==> src/rtl/ram_rr_arbiter.sv <==
// Two-requester round-robin arbiter in front of a single-port RAM.
// After reset the RAM is swept to zero, then A/B requests are granted
// alternately when both are pending; reads return data one cycle later.
module ram_rr_arbiter #(
  parameter int WIDTH    = 8,
  parameter int DEPTH    = 64,
  parameter int ADDR_BUS = $clog2(DEPTH)
) (
  input  logic                clk,
  input  logic                rst,
  input  logic                a_req,
  input  logic                a_we,
  input  logic [ADDR_BUS-1:0] a_addr,
  input  logic [WIDTH-1:0]    a_din,
  input  logic                b_req,
  input  logic                b_we,
  input  logic [ADDR_BUS-1:0] b_addr,
  input  logic [WIDTH-1:0]    b_din,
  output logic                a_gnt,
  output logic                b_gnt,
  output logic                a_rvalid,
  output logic                b_rvalid,
  output logic [WIDTH-1:0]    a_rdata,
  output logic [WIDTH-1:0]    b_rdata,
  output logic                init_done,
  output logic                ram_we,
  output logic [ADDR_BUS-1:0] ram_addr,
  output logic [WIDTH-1:0]    ram_din,
  input  logic [WIDTH-1:0]    ram_dout
);

  typedef enum logic {INIT, RUN} state_t;

  localparam logic [ADDR_BUS-1:0] LAST_ADDR = ADDR_BUS'(DEPTH - 1);

  state_t              state_q, state_d;
  logic [ADDR_BUS-1:0] cnt_q, cnt_d;
  // ptr_q = 0 favours A, 1 favours B (i.e. A was granted most recently)
  logic                ptr_q, ptr_d;
  logic                a_rvalid_q, a_rvalid_d;
  logic                b_rvalid_q, b_rvalid_d;
  logic [ADDR_BUS-1:0] addr_q, addr_d;
  logic [WIDTH-1:0]    din_q, din_d;
  logic                we_c;
  logic [ADDR_BUS-1:0] addr_c;
  logic [WIDTH-1:0]    din_c;

  // Next-state, grant and RAM-port selection
  always_comb begin
    state_d    = state_q;
    cnt_d      = cnt_q;
    ptr_d      = ptr_q;
    a_rvalid_d = 1'b0;
    b_rvalid_d = 1'b0;
    a_gnt      = 1'b0;
    b_gnt      = 1'b0;
    init_done  = 1'b0;
    we_c       = 1'b0;
    addr_c     = addr_q;
    din_c      = din_q;
    case (state_q)
      INIT: begin
        we_c   = 1'b1;
        addr_c = cnt_q;
        din_c  = '0;
        cnt_d  = cnt_q + ADDR_BUS'(1);
        if (cnt_q == LAST_ADDR) begin
          state_d = RUN;
          cnt_d   = '0;
        end
      end
      RUN: begin
        init_done = 1'b1;
        a_gnt     = a_req & (~b_req | ~ptr_q);
        b_gnt     = b_req & ~a_gnt;
        if (a_gnt) begin
          we_c       = a_we;
          addr_c     = a_addr;
          din_c      = a_din;
          ptr_d      = 1'b1;
          a_rvalid_d = ~a_we;
        end else if (b_gnt) begin
          we_c       = b_we;
          addr_c     = b_addr;
          din_c      = b_din;
          ptr_d      = 1'b0;
          b_rvalid_d = ~b_we;
        end
      end
      default: state_d = INIT;
    endcase
    // Address/data registers remember the last driven values so the RAM
    // port holds steady on idle cycles.
    addr_d = addr_c;
    din_d  = din_c;
  end

  // State, pointer, rvalid and held address/data registers
  always_ff @(posedge clk or negedge rst) begin
    if (!rst) begin
      state_q    <= INIT;
      cnt_q      <= '0;
      ptr_q      <= 1'b0;
      a_rvalid_q <= 1'b0;
      b_rvalid_q <= 1'b0;
      addr_q     <= '0;
      din_q      <= '0;
    end else begin
      state_q    <= state_d;
      cnt_q      <= cnt_d;
      ptr_q      <= ptr_d;
      a_rvalid_q <= a_rvalid_d;
      b_rvalid_q <= b_rvalid_d;
      addr_q     <= addr_d;
      din_q      <= din_d;
    end
  end

  // INIT drives a write every cycle, so the write strobe is gated by reset
  assign ram_we   = we_c & rst;
  assign ram_addr = addr_c;
  assign ram_din  = din_c;
  assign a_rvalid = a_rvalid_q;
  assign b_rvalid = b_rvalid_q;
  assign a_rdata  = ram_dout;
  assign b_rdata  = ram_dout;

endmodule

==> config.mk <==
export PLATFORM = sky130hd
export DESIGN_NAME = ram_rr_arbiter
export DESIGN_NICKNAME = d
export VERILOG_FILES = /design/src/rtl/ram_rr_arbiter.sv
export SDC_FILE = /design/constraint.sdc
export NUM_CORES = 1
export LEC_CHECK = 0
export CAP_MARGIN = 20
export CELL_PAD_IN_SITES_DETAIL_PLACEMENT = 2
export CELL_PAD_IN_SITES_GLOBAL_PLACEMENT = 2
export CORE_AREA = 2 2 60 73
export CTS_CLUSTER_SIZE = 40
export DETAILED_ROUTE_END_ITERATION = 8
export DIE_AREA = 0 0 62 75
export DONT_BUFFER_PORTS = 1
export PLACE_DENSITY = 0.74
export SLEW_MARGIN = 15
export SYNTH_ARGS = -nofsm -noshare
export SYNTH_HDL_FRONTEND = slang
export SYNTH_SLANG_ARGS = --single-unit
==> constraint.sdc <==
create_clock -name clk -period 1.4 [get_ports clk]
set_input_delay 0.14 -clock clk [delete_from_list [all_inputs] [get_ports clk]]
set_output_delay 0.14 -clock clk [all_outputs]
set_load 0.005 [all_outputs]
==> impl_metrics.tcl, run 1 <==
set metrics [dict create \
    fmax_mhz 671 \
    timing.rr.start "cnt_q[1]$_DFFE_PN0N_" \
    viasPerCell 5.63 \
    cts_sinks 24 \
    setup_viol_count_final 15 \
    grtUsageTotal_pct 17.4 \
    n_fill_cell 415 \
    power_leakage_nw 0.578 \
    ant_nets 0 \
    multi_input_area_um2 673 \
    ys_warn_count 0 \
    timing_worst_setup_path_type "flip-flop to output pin" \
    stdcell_area_mm2 0.00150 \
    syn_area_per_cell_um2 10.7 \
    yosysUniqueCellTypes 31 \
    wl_um 3790 \
    clk_pin_slew_ps 80 \
    clock_latency_ps 270 \
    worst_setup_path_end_kind "output pin" \
    post-place-ws_ps 51.3 \
    yosys.area.top_type_share_pct 44.7 \
    io_pins 78 \
    dr.pass1.iters 4 \
    regArea_um2 603 \
    grt_max_degree 25 \
    hold_violations 0 \
    critPathLaunchType "flip-flop" \
    dpl_cell_area_mm2 0.00126 \
    via_count 974 \
    first_global_vias 1152 \
    tightest_slew_ps 321 \
    skew_ps 2.13 \
    hold_ws_ps 70.6 \
    root_buffer "clkbuf_8" \
    clockBufferDepth 2 \
    rsz0062_at_grt "yes" \
    netlist_instances 126 \
    cts.htree.levels 1 \
    worstPathMaxFanout 7 \
    tns_ps -937 \
    dp.final_hpwl_um 2680 \
    syn2layout_area_growth_pct 11.9 \
    layout_commonest_cell "dfrtp_1" \
    syn_area_mm2 0.00134 \
    relSlewSlack_pct 78.5 \
    min_from "a_din[2]" \
    antenna_found_initial 0 \
    cts_tree "yes" \
    setup_ws_ps -90.4 \
    routabilityCongestion 0.741 \
    rows 25 \
    die_w_um 62 \
    numPortBuffers 0 \
    cts_buffers 3 \
    final_cell_mix "dfrtp_1, nor2_1, mux2i_1" \
    worstHoldPathType "input port to flip-flop" \
    n_antenna_cell 0 \
    initial_core_util_pct 34.3 \
    crit_arrival_ps 1350 \
    grt_first_pass_wirelength_um 5860 \
    die_y_um 75 \
    post_drt_wl_per_cell_um 21.9 \
    crit_start "ptr_q$_DFFE_PN0P_" \
    synth_fp_nets 169 \
    period_needed_ps 1490 \
    coreArea_mm2 0.00391 \
    finalCritPeriodShare_pct 106 \
    max-cap-violations 0 \
    drt_iter0_drc 35 \
    yosysTopAreaCell "dfrtp_1" \
    violations "setup timing" \
    drt_drc_violations_left 0 \
    yosysSeqAreaShare_pct 44.7 \
    grt_overflow_total 0 \
    ir_drop_uv 382 \
    cp_data_required_time_ps 1260 \
    synth_area_leaders "dfrtp_1, buf_4, a211oi_2, mux2i_1, o21ai_0" \
    drive_gt1_share_pct 31.9 \
    power_density_mw_per_mm2 815 \
    status "finished, violations left" \
    ys_seq_elements 24 \
    nNetsFinal 164 \
    maxSlewViolCount 0 \
    die_area_mm2 0.00465 \
]
==> power breakdown <==
group,internal [mW],switching [mW]
Sequential,0.692,0
Clock,0.193,0.222
Combinational,0.0521,0.0655
==> per-stage QoR <==
| stage | utilization, % | power (mW) | instances |
|---|---|---|---|
| after floorplan | - | 0.814 | 126 |
| after global placement | 32.4 | 0.769 | 161 |
| after detailed placement | 32.4 | 0.773 | 161 |
| after CTS | 37.7 | 1.24 | 171 |
| after global routing | 38.4 | 1.27 | 173 |
| final | 38.4 | 1.23 | 173 |
==> registers in the layout (all words and copies together) (netlist names) <==
name / cells
a_rvalid: 1
addr_q: 6
b_rvalid: 1
cnt_q: 6
din_q: 8
ptr_q: 1
state_q: 1
==> synthesized netlist by cell type (all sizes together) <==
master    n
dfrtp    24
buf      22
nor2     12
o21ai    10
a211oi    8
mux2i     8
nand2     5
o32ai     5
o2bb2ai   4
a21oi     3
a21boi    2
a31oi     2
a32oi     2
inv       2
nand2b    2
nand3     2
nor3      2
o31ai     2
a21bo     1
and2b     1
ha        1
mux2      1
nand4b    1
nor4      1
or2       1
xnor2     1
xor2      1
==> final timing paths <==
kind	end	slack [ps]	cells after the start
setup / recovery	ram_addr[1]	-90	3
hold / removal	din_q[2]$_DFF_PN0_	70	2
setup reg to reg	cnt_q[0]$_DFFE_PN0N_	120	4
hold reg to reg	cnt_q[2]$_DFFE_PN0N_	560	1
max in group asynchronous	state_q$_DFF_PN0_	950	2
min in group asynchronous	addr_q[4]$_DFF_PN0_	290	2
==> critical path: stages (launching register included) <==
cell and delay [ps]:
dfrtp_2 460, and2b_4 350, o32ai_2 100, o2bb2ai_2 180
==> routing by layer <==
metal / part of all wire [%] / GRT usage (%)
met5: 0 / 0
met2: 55 / 31.9
met1: 37 / 19.4
met4: 1.6 / 4.96
met3: 6.1 / 4.12
==> cell type report <==
class / count / area share (%)
clock buffer: 3 / 2.75
inverter: 2 / 0.833
multi-input combinational: 79 / 44.8
sequential: 24 / 40.1
tap: 54 / 4.50
timing repair buffer: 11 / 6.99
==> cells by family (layout without fill, tap and decap cells) <==
logic type               after synthesis  count (layout)  share of synthesized area [%]
buffers and inverters                 24              16                           13.0
AO/OA/AOI/OAI                         39              40                           23.9
AND/OR/NAND/NOR                       27              27                           9.32
XOR/XNOR                               2               2                           1.30
adder cells (fa/ha/maj)                1               1                          0.932
flip-flops                            24              24                           44.7
multiplexers                           9               9                           6.80
==> what timing repair did <==
| item | in CTS | in global routing |
|---|---|---|
| buffers inserted | 1 | 2 |
| pin swaps | 5 | 4 |
| hold buffers | 5 | 0 |
| resized for setup | 21 | 4 |
| gates cloned | 1 | 0 |
| setup endpoints to repair | 17 | 18 |
| hold endpoints to repair | 27 | 0 |
Note: power is estimated with default switching activity, not from simulation.
==> run 2, diff against run 1 <==
Settings changed: RECOVER_POWER set to 100.
==> run 2 against run 1 <==
- first-iteration DRC count is 5.7% lower
- design area is 1.1% lower
- wire length is 0.21% higher
- the flow still finishes with violations (setup timing)
- setup slack worse by 0.76 ps
==> impl_metrics.tcl, run 2 (synthesis gave the netlist of run 1 again) <==
set metrics [dict create \
    drt_drc_violations_left 0 \
    die_area_mm2 0.00465 \
    die_w_um 62 \
    finalNonFillerCells 173 \
    initial_core_util_pct 34.3 \
    n_antenna_cell 0 \
    viasPerCell 5.60 \
    worstHoldPathType "input port to flip-flop" \
    power_leakage_nw 0.575 \
    setup_viol_count_final 15 \
    ir_drop_uv 382 \
    relSlewSlack_pct 57.2 \
    largest_reg_flops 8 \
    clock_latency_ps 270 \
    grt_first_pass_wirelength_um 5860 \
    via_count 969 \
    grtUsageTotal_pct 17.4 \
    post_drt_wl_per_cell_um 22.0 \
    antenna_found_initial 0 \
    first_global_vias 1152 \
    final_cell_mix "dfrtp_1, nor2_1, o21ai_0, mux2i_1, a211oi_2" \
    crit_arrival_ps 1350 \
    cp_data_required_time_ps 1260 \
    drive_gt1_share_pct 31.1 \
    worstPathMaxFanout 7 \
    finalCritPeriodShare_pct 107 \
    timing_worst_setup_path_type "flip-flop to output pin" \
    cts.htree.levels 1 \
    grt_max_degree 25 \
    tns_ps -897 \
    wl_um 3800 \
    period_needed_ps 1490 \
    clk_pin_slew_ps 80 \
    routabilityCongestion 0.741 \
    io_pins 78 \
    setup_ws_ps -91.2 \
    power_density_mw_per_mm2 819 \
    critPathLaunchType "flip-flop" \
    rows 25 \
    dr.pass1.iters 4 \
    numPortBuffers 0 \
    cts_tree "yes" \
    worst_setup_path_end_kind "output pin" \
    rsz0062_at_grt "yes" \
    die_y_um 75 \
    fmax_mhz 671 \
    finalPower_mw 1.22 \
    clockBufferDepth 2 \
    drt_iter0_drc 33 \
    cts_buffers 3 \
    skew_ps 3.27 \
    hold_violations 0 \
    cts_sinks 24 \
    syn2layout_area_growth_pct 10.7 \
    largest-register "din_q" \
    max-cap-violations 0 \
    dp_cells 161 \
    layout_commonest_cell "dfrtp_1" \
    tightest_slew_ps 642 \
    ant_nets 0 \
    maxSlewViolCount 0 \
    grt_overflow_total 0 \
    dp.final_hpwl_um 2680 \
    root_buffer "clkbuf_8" \
    violations "setup timing" \
    r2r_setup_slack_ps 30 \
    largestRegisters "din_q x8, addr_q x6, cnt_q x6" \
    coreArea_mm2 0.00391 \
    hold_ws_ps 72.5 \
    nNetsFinal 164 \
    status "finished, violations left" \
]
==> run 2: cell count changes in the layout (fill, tap and decap cells not counted), sizes merged <==
cell and delta:
buf -1, clkbuf +1
==> run 2: critical path, stage by stage, from the launching register on <==
cell       delay [ps]
dfrtp_2           460
and2b_4           350
o32ai_2           100
o2bb2ai_2         180
==> run 2: power by group <==
part           total (mW)  leakage, nW  switching (mW)  internal [mW]
Combinational       0.112        0.244          0.0644         0.0473
Clock               0.413       0.0216           0.220          0.193
Sequential          0.692        0.309               0          0.692
Total                1.22        0.575           0.284          0.932
==> run 2: cell type report <==
class                           count  area, µm²
Timing Repair Buffer               11       90.1
Inverter                            2       12.5
Clock buffer                        3       41.3
Multi-Input combinational cell     79        673
Fill cell                         416       2420
Sequential cell                    24        602
Tap cell                           54       67.6
==> run 2: final timing paths <==
path                                       from                   end  depth (start not counted)
setup / recovery              ptr_q$_DFFE_PN0P_           ram_addr[0]                          3
hold / removal                         a_din[2]    din_q[2]$_DFF_PN0_                          2
setup reg to reg           cnt_q[1]$_DFFE_PN0N_  cnt_q[0]$_DFFE_PN0N_                          4
hold reg to reg            cnt_q[2]$_DFFE_PN0N_  cnt_q[2]$_DFFE_PN0N_                          1
max in group asynchronous                   rst     ptr_q$_DFFE_PN0P_                          2
min in group asynchronous                   rst  cnt_q[3]$_DFFE_PN0N_                          2
==> run 2: metal layers <==
| layer | global-route usage, % | up-vias | part of all wire [%] |
|---|---|---|---|
| li1 | - | 432 | - |
| met1 | 19.4 | 493 | 37 |
| met2 | 31.9 | 34 | 55 |
| met3 | 4.12 | 10 | 6.0 |
| met4 | 4.96 | 0 | 1.5 |
| met5 | 0 | - | 0 |
==> run 2: per-stage QoR <==
| stage | area [µm²] | worst slack [ps] | utilization (%) |
|---|---|---|---|
| after global routing | 1490 | -151 | 38.0 |
| after CTS | 1470 | -117 | 37.7 |
| after global placement | 1260 | 92.1 | 32.4 |
| after floorplan | 1340 | 262 | - |
| after detailed placement | 1260 | 51.3 | 32.4 |
| final | 1490 | -91.2 | 38.0 |
==> run 2: what timing repair did <==
| item | in CTS | in global routing |
|---|---|---|
| resized for setup | 21 | 4 |
| setup buffers | 1 | 2 |
| cloned | 1 | 0 |
| pin swaps | 5 | 4 |
| hold buffers | 5 | 0 |
| endpoints found under the hold margin | 27 | 0 |
| setup endpoints to repair | 17 | 18 |
==> run 3, diff against run 2 <==
Settings changed: CORE_AREA 2 2 60 73 to 2 2 76 93, DIE_AREA 0 0 62 75 to 0 0 78 95, DONT_BUFFER_PORTS 1 to unset, PLACE_DENSITY 0.74 to 0.75.
==> run 3 against run 2 <==
- the flow still finishes with violations (setup timing)
- clock-buffer cell count is 1 higher
- clock power grew 19%
- sequential power is essentially flat
- non-clock buffer count up 77
- core utilization is 3.3 points lower
- setup slack got worse by 190 ps
- final cell count is 64% higher
- die area increased by 59%
- sequential share of layout area down 14 points
- critical path type unchanged
- critical endpoint is now ram_din[7]
- largest power group unchanged
==> impl_metrics.tcl, run 3 (synthesis gave the netlist of run 1 again) <==
set metrics [dict create \
    r2r_setup_slack_ps 70 \
    worst_setup_path_end_kind "output pin" \
    ant_nets 0 \
    die_y_um 95 \
    largest_reg_flops 8 \
    viasPerCell 4.43 \
    setup_ws_ps -282 \
    grt_first_pass_wirelength_um 7490 \
    grt_max_degree 25 \
    fin_util_pct 34.7 \
    slowest_delay_ps 410 \
    cts_sinks 24 \
    whs_endpoint "a_rdata[1]" \
    violations "setup timing" \
    hold_violations 0 \
    n_antenna_cell 0 \
    worstHoldPathType "input port to output pin" \
    drt_iter0_drc 6 \
    setup_viol_count_final 17 \
    cts_tree "yes" \
    io_pins 78 \
    hold_ws_ps 280 \
    cp_data_required_time_ps 1260 \
    syn2layout_area_growth_pct 70.9 \
    min_from "ram_dout[1]" \
    first_global_vias 1409 \
    root_buffer "clkbuf_8" \
    largestRegisters "din_q x8, addr_q x6, cnt_q x6" \
    largest-register "din_q" \
    wl_um 4730 \
    cts_buffers 3 \
    worstPathMaxFanout 7 \
    routabilityCongestion 0.719 \
    post-place-ws_ps -731 \
    post_drt_wl_per_cell_um 16.7 \
    final_cell_mix "clkdlybuf4s50_1, buf_4, dfrtp_1" \
    crit_arrival_ps 1540 \
    dp.final_hpwl_um 3410 \
    power_leakage_nw 0.949 \
    fmax_mhz 595 \
    ir_drop_uv 317 \
    nNetsFinal 240 \
    clk_pin_slew_ps 90 \
    path_cells "a21bo_4 > clkbuf_16 > a211oi_4 > buf_2" \
    power_density_mw_per_mm2 639 \
    drt_drc_violations_left 0 \
    die_area_mm2 0.00741 \
    drive_gt1_share_pct 44.4 \
    rr_endpoint "din_q[7]$_DFF_PN0_" \
    grtUsageTotal_pct 13.1 \
    rsz0062_at_grt "yes" \
    antenna_found_initial 0 \
    timing_worst_setup_path_type "flip-flop to output pin" \
    relSlewSlack_pct 56.4 \
    crit_path_top_delay_cell "dfrtp_1" \
    skew_ps 5.10 \
    grt_overflow_total 0 \
    dr.pass1.iters 4 \
    finalCritPeriodShare_pct 120 \
    coreArea_mm2 0.00661 \
    tightest_slew_ps 654 \
    die_w_um 78 \
    clock_latency_ps 270 \
    initial_core_util_pct 20.3 \
    numPortBuffers 53 \
    cts.htree.levels 1 \
    period_needed_ps 1680 \
    timing.rr.start "ptr_q$_DFFE_PN0P_" \
    status "finished, violations left" \
    clockBufferDepth 2 \
    critPathLaunchType "flip-flop" \
    max-cap-violations 0 \
    reg2reg_depth 5 \
    via_count 1253 \
    maxSlewViolCount 0 \
    layout_commonest_cell "clkdlybuf4s50_1" \
    rows 33 \
    whs_path_depth 0 \
]
## run 3: cell types whose count changed in the layout (fill, tap and decap cells not counted), moves of 3 or more
cell	delta
a211oi_2	-6
a211oi_4	+6
buf_2	+17
buf_4	+20
buf_6	+5
clkdlybuf4s50_1	+32
dlygate4sd2_1	+3
dlygate4sd3_1	-3
nor2_2	+3
o21ai_0	-3
o21ai_1	+3
o32ai_2	-4
o32ai_4	+4
## run 3: worst max-delay path by stage
| stage | slack, ps | depth (start not counted) | endpoint | start |
|---|---|---|---|---|
| final | -280 | 4 | ram_din[7] | ptr_q$_DFFE_PN0P_ |
| after global routing | -340 | 4 | ram_din[7] | ptr_q$_DFFE_PN0P_ |
| after CTS | -310 | 4 | ram_din[7] | ptr_q$_DFFE_PN0P_ |
| after detailed placement | -730 | 6 | ram_addr[3] | b_req |
| after global placement | -710 | 5 | ram_addr[2] | a_req |
| after floorplan | 260 | 3 | ram_addr[2] | ptr_q$_DFFE_PN0P_ |
## run 3: metal layers
| metal | global-route usage (%) | vias to the layer above | part of all wire [%] |
|---|---|---|---|
| met2 | 26.4 | 37 | 58 |
| met3 | 2.29 | 2 | 4.6 |
| met4 | 2.63 | 0 | 0.44 |
| met1 | 14.0 | 636 | 37 |
| li1 | - | 578 | - |
| met5 | 0 | - | 0 |
## run 3: stage by stage
| stage | TNS [ps] | power [mW] | cells | instance area (µm²) |
|---|---|---|---|---|
| 2_1_floorplan | 0 | 0.814 | 126 | 1340 |
| 3_3_place_gp | -12050 | 0.920 | 267 | 2010 |
| 3_5_place_dp | -13470 | 0.924 | 267 | 2010 |
| 4_1_cts | -4060 | 1.47 | 280 | 2220 |
| 5_1_grt | -4650 | 1.53 | 283 | 2290 |
| 6_report | -3370 | 1.47 | 283 | 2290 |
## run 3: cell type report
class | instances | area, µm²
clock buffers | 4 | 55.1
fillers | 705 | 4310
inverters | 2 | 7.51
multi-input cells | 78 | 757
flip-flops and latches | 24 | 603
well taps | 87 | 109
repair buffers | 88 | 763
## run 3: worst max-delay path, delay by kind of cell (launching register included)
kind | cells | cell delay, ps
AOI/OAI and AO/OA | 2 | 520
DFF | 1 | 410
buffers and inverters | 2 | 350
## run 3: timing repair
item                       in CTS  in global routing
hold buffers                    0                  0
buffers inserted                9                  2
gates cloned                    0                  1
setup endpoints to repair      18                 19
pin swaps                      14                 13
gates resized for setup        91                 22
## run 3: power breakdown
part / switching (mW) / total (mW) / internal (mW) / leakage, nW
sequential: 0 / 0.693 / 0.693 / 0.308
combinational: 0.126 / 0.285 / 0.159 / 0.612
clock: 0.239 / 0.490 / 0.251 / 0.0288
total: 0.364 / 1.47 / 1.10 / 0.949
